[src/rtl/tim_cfg_pkg.sv]
// Shared state encoding, timer register map and control-word helpers for tim_cfg_sched.
package tim_cfg_pkg;

  localparam int unsigned APB_AW = 8;
  localparam int unsigned APB_DW = 32;

  typedef enum logic [3:0] {
    ST_IDLE = 4'd0,
    ST_W0S  = 4'd1,
    ST_W0A  = 4'd2,
    ST_W1S  = 4'd3,
    ST_W1A  = 4'd4,
    ST_W2S  = 4'd5,
    ST_W2A  = 4'd6,
    ST_RBS  = 4'd7,
    ST_RBA  = 4'd8,
    ST_DONE = 4'd9
  } tim_state_e;

  localparam logic [APB_AW-1:0] TIM_STRIDE   = 8'h14;
  localparam logic [APB_AW-1:0] TIM_LOAD_OFS = 8'h00;
  localparam logic [APB_AW-1:0] TIM_CTRL_OFS = 8'h08;

  localparam int unsigned CTRL_EN    = 0;
  localparam int unsigned CTRL_MODE  = 1;
  localparam int unsigned CTRL_IMASK = 2;

  // Per-command attributes captured alongside the load count.
  typedef struct packed {
    logic tim;
    logic mode;
    logic imask;
  } cmd_attr_t;

  function automatic logic [APB_DW-1:0] ctrl_word(input logic imask, input logic mode,
                                                  input logic en);
    logic [APB_DW-1:0] w;
    w             = '0;
    w[CTRL_EN]    = en;
    w[CTRL_MODE]  = mode;
    w[CTRL_IMASK] = imask;
    return w;
  endfunction

  function automatic logic [APB_AW-1:0] tim_base(input logic tim);
    return tim ? TIM_STRIDE : '0;
  endfunction

endpackage

[src/rtl/tim_cfg_rr_arb.sv]
// Two-requester round-robin arbiter; on a tie the requester not granted last time wins.
module tim_cfg_rr_arb (
  input  logic       i_clk,
  input  logic       i_rst,
  input  logic [1:0] i_valid,
  input  logic       i_update,
  output logic [1:0] o_grant
);

  logic r_last;

  always_comb begin
    o_grant = 2'b00;
    if (i_valid == 2'b11) begin
      o_grant = r_last ? 2'b01 : 2'b10;
    end else begin
      o_grant = i_valid;
    end
  end

  // Reset value 1 lets requester 0 win the first tie.
  always_ff @(posedge i_clk or posedge i_rst) begin
    if (i_rst) begin
      r_last <= 1'b1;
    end else if (i_update && (|o_grant)) begin
      r_last <= o_grant[1];
    end
  end

endmodule

[src/rtl/tim_cfg_sched.sv]
// Round-robin timer configuration sequencer: each command becomes a disable/load/enable APB
// write triplet. Optional CTRL readback check is enabled by TIM_CFG_SCHED_READBACK_EN.
module tim_cfg_sched
  import tim_cfg_pkg::*;
#(
  parameter int unsigned LOAD_W = 32
) (
  input  logic                   pclk,
  input  logic                   preset,
  input  logic [1:0]             req_valid,
  output logic [1:0]             req_ready,
  input  logic [1:0]             req_tim,
  input  logic [1:0][LOAD_W-1:0] req_load,
  input  logic [1:0]             req_mode,
  input  logic [1:0]             req_imask,
  output logic [1:0]             done,
  output logic                   err,
  output logic [APB_AW-1:0]      paddr,
  output logic                   psel,
  output logic                   penable,
  output logic                   pwrite,
  output logic [APB_DW-1:0]      pwdata,
  input  logic [APB_DW-1:0]      prdata
);

  tim_state_e        r_state;
  tim_state_e        w_next;
  cmd_attr_t         r_attr;
  cmd_attr_t         w_attr_in;
  cmd_attr_t         w_attr;
  logic [LOAD_W-1:0] r_load;
  logic [LOAD_W-1:0] w_load_in;
  logic              r_owner;
  logic              w_owner;
  logic [1:0]        w_grant;
  logic              w_gidx;
  logic              w_idle;
  logic              w_accept;

  logic              r_psel;
  logic              r_penable;
  logic              r_pwrite;
  logic [APB_AW-1:0] r_paddr;
  logic [APB_DW-1:0] r_pwdata;
  logic [1:0]        r_done;
  logic              r_err;

  logic              w_psel;
  logic              w_penable;
  logic              w_pwrite;
  logic [APB_AW-1:0] w_paddr;
  logic [APB_DW-1:0] w_pwdata;
  logic [1:0]        w_done;
  logic              w_err;

  tim_cfg_rr_arb u_arb (
    .i_clk    (pclk),
    .i_rst    (preset),
    .i_valid  (req_valid),
    .i_update (w_accept),
    .o_grant  (w_grant)
  );

  assign w_idle    = (r_state == ST_IDLE);
  assign w_gidx    = w_grant[1];
  assign w_accept  = w_idle && (|w_grant);
  assign req_ready = (w_idle && !preset) ? w_grant : 2'b00;

  assign w_attr_in = '{tim: req_tim[w_gidx], mode: req_mode[w_gidx], imask: req_imask[w_gidx]};
  assign w_load_in = req_load[w_gidx];
  // Output registers are loaded from the next state, so the accept cycle must see the new payload.
  assign w_attr    = w_accept ? w_attr_in : r_attr;
  assign w_owner   = w_accept ? w_gidx : r_owner;

`ifdef TIM_CFG_SCHED_READBACK_EN
  logic w_rb_err;
  logic w_unused_prdata;
  assign w_rb_err        = (prdata[2:0] != {r_attr.imask, r_attr.mode, 1'b1});
  assign w_unused_prdata = ^prdata[APB_DW-1:3];
`else
  logic w_unused_prdata;
  assign w_unused_prdata = ^prdata;
`endif

  always_ff @(posedge pclk or posedge preset) begin
    if (preset) begin
      r_state <= ST_IDLE;
    end else begin
      r_state <= w_next;
    end
  end

  always_comb begin
    w_next = r_state;
    case (r_state)
      ST_IDLE: begin
        if (w_accept) begin
          w_next = (w_load_in == '0) ? ST_DONE : ST_W0S;
        end
      end
      ST_W0S:  w_next = ST_W0A;
      ST_W0A:  w_next = ST_W1S;
      ST_W1S:  w_next = ST_W1A;
      ST_W1A:  w_next = ST_W2S;
      ST_W2S:  w_next = ST_W2A;
`ifdef TIM_CFG_SCHED_READBACK_EN
      ST_W2A:  w_next = ST_RBS;
`else
      ST_W2A:  w_next = ST_DONE;
`endif
      ST_RBS:  w_next = ST_RBA;
      ST_RBA:  w_next = ST_DONE;
      ST_DONE: w_next = ST_IDLE;
      default: w_next = ST_IDLE;
    endcase
  end

  always_comb begin
    w_psel    = 1'b0;
    w_penable = 1'b0;
    w_pwrite  = 1'b0;
    w_paddr   = '0;
    w_pwdata  = '0;
    w_done    = 2'b00;
    w_err     = 1'b0;
    case (w_next)
      ST_W0S, ST_W0A: begin
        w_psel   = 1'b1;
        w_pwrite = 1'b1;
        w_paddr  = tim_base(w_attr.tim) + TIM_CTRL_OFS;
        w_pwdata = ctrl_word(w_attr.imask, w_attr.mode, 1'b0);
      end
      ST_W1S, ST_W1A: begin
        w_psel   = 1'b1;
        w_pwrite = 1'b1;
        w_paddr  = tim_base(w_attr.tim) + TIM_LOAD_OFS;
        w_pwdata = APB_DW'(r_load);
      end
      ST_W2S, ST_W2A: begin
        w_psel   = 1'b1;
        w_pwrite = 1'b1;
        w_paddr  = tim_base(w_attr.tim) + TIM_CTRL_OFS;
        w_pwdata = ctrl_word(w_attr.imask, w_attr.mode, 1'b1);
      end
      ST_RBS, ST_RBA: begin
        w_psel  = 1'b1;
        w_paddr = tim_base(w_attr.tim) + TIM_CTRL_OFS;
      end
      ST_DONE: begin
        w_done = w_owner ? 2'b10 : 2'b01;
        if (r_state == ST_IDLE) begin
          w_err = 1'b1;
        end
`ifdef TIM_CFG_SCHED_READBACK_EN
        else if (r_state == ST_RBA) begin
          w_err = w_rb_err;
        end
`endif
      end
      default: ;
    endcase
    w_penable = (w_next == ST_W0A) || (w_next == ST_W1A) || (w_next == ST_W2A) ||
                (w_next == ST_RBA);
  end

  always_ff @(posedge pclk or posedge preset) begin
    if (preset) begin
      r_attr    <= '0;
      r_load    <= '0;
      r_owner   <= 1'b0;
      r_psel    <= 1'b0;
      r_penable <= 1'b0;
      r_pwrite  <= 1'b0;
      r_paddr   <= '0;
      r_pwdata  <= '0;
      r_done    <= 2'b00;
      r_err     <= 1'b0;
    end else begin
      if (w_accept) begin
        r_attr  <= w_attr_in;
        r_load  <= w_load_in;
        r_owner <= w_gidx;
      end
      r_psel    <= w_psel;
      r_penable <= w_penable;
      r_pwrite  <= w_pwrite;
      r_paddr   <= w_paddr;
      r_pwdata  <= w_pwdata;
      r_done    <= w_done;
      r_err     <= w_err;
    end
  end

  assign psel    = r_psel;
  assign penable = r_penable;
  assign pwrite  = r_pwrite;
  assign paddr   = r_paddr;
  assign pwdata  = r_pwdata;
  assign done    = r_done;
  assign err     = r_err;

endmodule
[config.mk]
export PLATFORM = sky130hd
export DESIGN_NAME = tim_cfg_sched
export DESIGN_NICKNAME = d
export VERILOG_FILES = /design/src/rtl/tim_cfg_pkg.sv /design/src/rtl/tim_cfg_rr_arb.sv /design/src/rtl/tim_cfg_sched.sv
export SDC_FILE = /design/constraint.sdc
export NUM_CORES = 1
export LEC_CHECK = 0
export CORE_MARGIN = 3
export CORE_UTILIZATION = 42
export CTS_BUF_LIST = sky130_fd_sc_hd__clkbuf_8 sky130_fd_sc_hd__clkbuf_16
export CTS_CLUSTER_SIZE = 10
export DETAILED_ROUTE_END_ITERATION = 8
export MAX_ROUTING_LAYER = met4
export PLACE_DENSITY_LB_ADDON = 0.3
export SLEW_MARGIN = 20
export SYNTH_ARGS = -nofsm -noshare
export SYNTH_HDL_FRONTEND = slang
export SYNTH_SLANG_ARGS = --single-unit
[constraint.sdc]
create_clock -name pclk -period 3.4 [get_ports pclk]
set_input_delay 0.34 -clock pclk [delete_from_list [all_inputs] [get_ports pclk]]
set_output_delay 0.34 -clock pclk [all_outputs]
set_load 0.005 [all_outputs]
* Yosys cells after proc, flatten, opt, wreduce, memory -nomap -nowiden *
Index checks and enable logic that the tools add are counted.

operators by class
  $add $sub $neg = 1
  magnitude comparators = 1
  eq/ne operators = 18
  muxes and demuxes = 25
  reductions and logical operators = 17

operator list
  kind                                                        number
  case mux 32 bit (3 select lines)                            1
  2-to-1 mux 32 bit                                           2
  == test 4 x 3 -> 1 bit, second input constant               8
  logical NOT 32 bit                                          1
  case mux 4 bit (8 select lines)                             1
  == test 4 x 2 -> 1 bit, second input constant               4
  == test 4 bit, second input constant                        3
  case mux 6 bit (2 select lines)                             1
  OR reduction 6 bit                                          2
  2-to-1 mux 1 bit                                            11
  2-to-1 mux 2 bit                                            5
  OR reduction 2 bit                                          5
  == test 4 x 1 -> 1 bit, second input constant               2
  2-to-1 mux 4 bit                                            2
  OR reduction 8 bit                                          1
  adder 5 x 4 -> 6 bit, second input constant                 1
  2-to-1 mux 5 bit                                            1
  logical NOT 4 bit                                           1
  logical AND 1 bit                                           3
  logical OR 1 bit                                            3
  2-to-1 mux 3 bit                                            1
  == test 2 bit, second input constant                        1
  less-than comparator 1 x 2 -> 1 bit, second input constant  1
  logical NOT 1 bit                                           1

word-level totals
  register bits = 87
  input bits = 106
  output and inout port bits = 48
  logic and storage cells = 76

* Logic depth before layout (Yosys ltp) *
Gate-level depths: netlist of the first run.

  depth in word-level cells = 12
  depth in mapped cells = 8
  gate-level depth less buffers = 6

* Cells and area by module *
A second synthesis of the first run with hierarchy kept.

second synthesis, totals
  cells, all modules = 318
  area total of the unflattened synthesis = 3502.1 um2

modules (own cells, without submodules)
  module          times used  cells an instance  area each (um2)  seq. area each (um2)
  tim_cfg_sched   1           311                3442.1           2001.9
  tim_cfg_rr_arb  1           7                  60.1             26.3

* Worst setup path after synthesis of the first run *
OpenSTA, ideal clock, no wires.

  path type = input to output
  start point = in preset
  end point = out req_ready[0]
  arrival time = 2.436 ns
  data required time = 3.060 ns
  path slack = 0.624 ns
  cell stages on the path = 2
  buffers on the path = 0
  path through = inv_1 > o2111a_1

on the way
  word-level cells in the longest chain between the ends = 3

RTL lines
  item                         RTL line             source
  start, declared              tim_cfg_sched.sv:9   input logic preset,
  logical NOT 1 bit (no line)  n/a
  logical AND 1 bit            tim_cfg_sched.sv:67  assign req_ready = (w_idle && !preset) ? w_grant : 2'b00;
  2-to-1 mux 2 bit             tim_cfg_sched.sv:67
  end, declared                tim_cfg_sched.sv:11  output logic [1:0] req_ready,

Every way passes these cells.

* Worst setup path in the final report of the first run *
  start point = in req_valid[1]
  end point = out req_ready[1]

on the way
  word-level cells in the longest chain between the ends = 3

RTL lines
  item                  RTL line              source
  start, declared       tim_cfg_sched.sv:10   input logic [1:0] req_valid,
  == test 2 bit         tim_cfg_rr_arb.sv:14  if (i_valid == 2'b11) begin
  2-to-1 mux 2 bit (*)  tim_cfg_rr_arb.sv:14
  2-to-1 mux 2 bit (*)  tim_cfg_sched.sv:67

Every way passes the cells marked *; elsewhere a longest branch is shown, timed or not.

==> flow_summary.json, run 1 <==
{
  "wl_per_cell_um": 15.8,
  "slew_headroom_pct": 43.9,
  "crit_arrival_ps": 2430,
  "area_growth_pct": 40.9,
  "overflow": 0,
  "synth_edf_count": 0,
  "drv_slew": 0,
  "crit_type": "input pin to output pin",
  "drtIter0Drc": 104,
  "numCtsBuffers": 9,
  "syn_area_per_cell_um2": 11.0,
  "ys_ff_latch": 81,
  "vdd_drop_max_mv": 0.372,
  "rsz0062_at_grt": "no",
  "numPortBuffers": 116,
  "final.period_utilization_pct": 81.5,
  "start_util_pct": 44.2,
  "synthCells": 318,
  "ff_latch_area_um2": 2030,
  "fin_util_pct": 62.2,
  "ys_seq_area_share_pct": 58.2,
  "clock_sinks": 81,
  "n_antenna_cell": 0,
  "multiInputGateArea_um2": 1320,
  "avgViaCountPerCell": 5.13,
  "p_per_area_nw_per_um2": 802,
  "grt_pass1_vias": 2764,
  "fin_area_um2": 4910,
  "rows": 32,
  "ant_nets": 0,
  "layout_common_cells": "clkdlybuf4s50_1, dfrtp_1, nor2_1, a21oi_1, mux2i_1",
  "cts_tree": "done",
  "drive_gt1_share_pct": 6.47,
  "dr.pass1.iters": 4,
  "synth_async_sr_flop_share_pct": 100,
  "track_usage_pct": 19.5,
  "antenna_found_initial": 0,
  "wl_mm": 8.46,
  "grt_max_degree": 72,
  "clock_tree.buffer_depth": 2,
  "cts_root_buf": "clkbuf_8",
  "end_kind": "output pin",
  "finalPower_mw": 3.94,
  "fmax_mhz": 361,
  "min_period_ps": 2770,
  "nFillCells": 654,
  "hp-class": "input pin to asynchronous set/reset pin",
  "post-route-drc-count": 0,
  "p_leak_nw": 2.08,
  "finalHoldViolCount": 0,
  "tns_ps": 0,
  "cap_violations": 0,
  "hpwl_mm": 6.17,
  "die-area_um2": 9420,
  "cp_max_fo": 20,
  "skew_ps": 8.78,
  "setup_viol": 0,
  "nets": 534,
  "status": "complete, no violations",
  "place_congestion": 0.831,
  "fp.dieW_um": 97.1,
  "crit_required_ps": 3060,
  "whs_ps": 251,
  "ys_warn_count": 0,
  "clk_pin_slew_worst_paths_ps": 80,
  "synthFlopType": "dfrtp_1",
  "insertion_delay_ps": 340,
  "mostFrequentLayoutCell": "clkdlybuf4s50_1",
  "fp.coreArea_um2": 7890,
  "startpoint_type": "input pin",
  "cts-resized-gates": 0,
  "cts_max_level": 3,
  "die_h_um": 97.1,
  "num_vias": 2746,
  "place_area_um2": 4680,
  "io_pins": 154,
  "cts_setup_buffers": 0,
  "worst_pin_slew_ps": 839,
  "ys_types": 36,
  "grt_pass1_wl_mm": 14.1,
  "syn-cell-area_um2": 3480,
  "ctsHoldBuffers": 0
}
## per-stage QoR
| step | setup WS [ps] | instances |
|---|---|---|
| 2_1_floorplan | 624 | 322 |
| 3_3_place_gp | 613 | 519 |
| 3_5_place_dp | 561 | 519 |
| 4_1_cts | 617 | 535 |
| 5_1_grt | 539 | 535 |
| 6_report | 628 | 535 |
## flip-flops by register name, summed over array words and instances, names as in the netlist
register	count
r_attr	3
r_load	32
penable	1
done	2
r_state	4
pwdata	32
u_arb.r_last	1
psel	1
pwrite	1
r_owner	1
paddr	2
err	1
## report_power, final
| group | leakage (nW) | switching, mW | total (mW) | internal, mW |
|---|---|---|---|---|
| combinational | 0.989 | 0.686 | 1.51 | 0.828 |
| sequential | 0.977 | 0.225 | 1.64 | 1.42 |
| clock | 0.117 | 0.346 | 0.782 | 0.436 |
| total | 2.08 | 1.26 | 3.94 | 2.68 |
## layer usage
| metal | up-vias | wire, um | track usage (%) |
|---|---|---|---|
| met5 | - | 0 | - |
| met1 | 1314 | 3560 | 24.3 |
| met3 | 13 | 507 | 4.24 |
| met2 | 104 | 4190 | 30.4 |
| met4 | 0 | 203 | 8.96 |
| li1 | 1315 | - | - |
## synth_stat cells (all sizes together) (2+ instances only)
cell | number | share of area (%)
mux2i | 35 | 10
and3 | 2 | 0.36
a32o | 2 | 0.57
nand4 | 3 | 0.54
nor2b | 2 | 0.36
nor2 | 43 | 4.6
dfrtp | 80 | 57
nor4 | 12 | 2.6
and2 | 29 | 5.2
o21a | 3 | 0.65
o21ai | 4 | 0.57
nor3 | 6 | 0.86
buf | 20 | 3.9
inv | 5 | 0.54
a21oi | 42 | 6.0
or4 | 4 | 0.86
nand2 | 8 | 0.93
clkbuf | 5 | 0.54
## final timing paths
check / startpoint / endpoint / slack (ps) / cells after the start
hold / removal: preset / paddr[3] / 250 / 2
max in group asynchronous: preset / pwdata[9] / 2050 / 3
setup / recovery: req_valid[1] / req_ready[1] / 630 / 4
min in group pclk: r_load[19] / pwdata[19] / 480 / 1
setup reg to reg: r_state[3] / pwdata[1] / 1000 / 5
hold reg to reg: r_load[19] / pwdata[19] / 480 / 1
## kinds of logic after synthesis
logic type	share of synthesized area, %
multiplexers	10.1
AND/OR/NAND/NOR	17.3
other	0.108
buffers and inverters	4.99
AO/OA/AOI/OAI	9.27
flip-flops	58.2
## worst max-delay path, cell delays in order
cell and delay (ps):
clkdlybuf4s50_1 590, a21boi_4 730, and3_1 260, clkdlybuf4s50_1 500
## cell type report
| type | instances | share of cell area (%) |
|---|---|---|
| flip-flops and latches | 81 | 41.3 |
| multi-input cells | 211 | 26.8 |
| repair buffers | 120 | 24.3 |
| clock buffers | 10 | 2.80 |
| well taps | 102 | 2.60 |
| clock inverters | 6 | 1.78 |
| inverters | 5 | 0.408 |
Note: power is estimated with default switching activity, not from simulation.
==> run 2: changes to the inputs <==
==> constraint.sdc (replaced) <==
create_clock -name pclk -period 2.7 [get_ports pclk]
set_input_delay 0.27 -clock pclk [delete_from_list [all_inputs] [get_ports pclk]]
set_output_delay 0.27 -clock pclk [all_outputs]
set_load 0.005 [all_outputs]
==> run 2 against run 1 <==
Final cell count rose by 1.1%. First-iteration DRC count is 2.9% lower. Clock power grew 13%. Clock-buffer cell count increased by 1. Setup slack worse by 280 ps. Wire length rose by 0.85%. Non-clock buffer count increased by 6.
==> flow_summary.json, run 2 (synthesis results as in run 1) <==
{
  "status": "complete, no violations",
  "drv_slew": 0,
  "place_area_um2": 4740,
  "ant_nets": 0,
  "start_util_pct": 44.2,
  "num_vias": 2727,
  "worst_pin_slew_ps": 811,
  "setup_slack_ps": 345,
  "mostFrequentLayoutCell": "clkdlybuf4s50_1",
  "skew_ps": 10.6,
  "setup_viol": 0,
  "fin_util_pct": 62.6,
  "overflow": 0,
  "cts_root_buf": "clkbuf_8",
  "min_period_ps": 2360,
  "crit_type": "register to output pin",
  "dr.pass1.iters": 4,
  "numCtsBuffers": 9,
  "rows": 32,
  "p_per_area_nw_per_um2": 996,
  "post-route-drc-count": 0,
  "place_congestion": 0.816,
  "startpoint_type": "register",
  "r2r_slack_ps": 470,
  "crit_arrival_ps": 2090,
  "drtIter0Drc": 101,
  "grt_pass1_vias": 2775,
  "cts_max_level": 3,
  "nets": 540,
  "dp_slack_ps": 167,
  "drive_gt1_share_pct": 7.74,
  "fp.coreArea_um2": 7890,
  "insertion_delay_ps": 340,
  "numPortBuffers": 116,
  "die_h_um": 97.1,
  "wl_mm": 8.53,
  "fmax_mhz": 425,
  "tns_ps": 0,
  "finalHoldViolCount": 0,
  "ctsHoldBuffers": 0,
  "cap_violations": 0,
  "clock_tree.buffer_depth": 2,
  "fin_area_um2": 4940,
  "track_usage_pct": 19.1,
  "cts_setup_buffers": 0,
  "area_growth_pct": 41.8,
  "rsz0062_at_grt": "no",
  "end_kind": "output pin",
  "cp_max_fo": 10,
  "crit_required_ps": 2430,
  "p_leak_nw": 2.11,
  "vdd_drop_max_mv": 0.550,
  "grt_pass1_wl_mm": 13.8,
  "final.period_utilization_pct": 87.2,
  "clk_pin_slew_worst_paths_ps": 80,
  "cts_tree": "done",
  "clock_sinks": 81,
  "cts-resized-gates": 0,
  "slew_headroom_pct": 45.9,
  "hp-class": "input pin to asynchronous set/reset pin",
  "avgViaCountPerCell": 5.04,
  "antenna_found_initial": 0,
  "grt_max_degree": 72,
  "finalPower_mw": 4.92,
  "layout_common_cells": "clkdlybuf4s50_1, dfrtp_1, nor2_1, a21oi_1, mux2i_1",
  "fp.dieW_um": 97.1,
  "hpwl_mm": 6.31,
  "die-area_um2": 9420,
  "n_antenna_cell": 0,
  "io_pins": 154,
  "wl_per_cell_um": 15.8
}
run 2: final cells by class:
cell class,instances,area [um2]
clock buffers,11,151
clock inverters,5,53.8
fillers,679,2950
inverters,5,20.0
multi-input cells,211,1310
flip-flops and latches,81,2030
well taps,102,128
repair buffers,126,1250
run 2: through the flow:
step	cells	hold slack [ps]
global route	541	194
finish	541	185
detailed placement	525	463
CTS	541	192
floorplan	322	333
global placement	525	460
run 2: path summary, 6_finish.rpt:
| kind | startpoint | end | cells past startpoint |
|---|---|---|---|
| worst min register to register | r_load[27] | pwdata[27] | 1 |
| worst max register to register | u_arb.r_last | pwdata[2] | 6 |
| min in group pclk | r_load[27] | pwdata[27] | 1 |
| worst max-delay path | r_state[0] | req_ready[0] | 3 |
| worst min-delay path | preset | paddr[3] | 2 |
| max in group asynchronous | preset | r_load[14] | 3 |
run 2: power breakdown:
group	internal [mW]	leakage [nW]	total [mW]	switching, mW
registers	1.79	0.977	2.05	0.267
logic	1.08	1.02	1.98	0.898
clock network	0.475	0.109	0.884	0.410
run 2: per-layer routing:
metal / vias up / wire [um] / GRT usage (%)
li1: 1316 / - / -
met1: 1314 / 3570 / 22.3
met2: 85 / 4320 / 31.6
met3: 12 / 424 / 4.52
met4: 0 / 214 / 8.32
met5: - / 0 / -
run 2: critical path, stage by stage (launching register included):
cell and delay, ps:
dfrtp_1 510, nor4_4 490, o2111a_1 250, clkdlybuf4s50_1 500
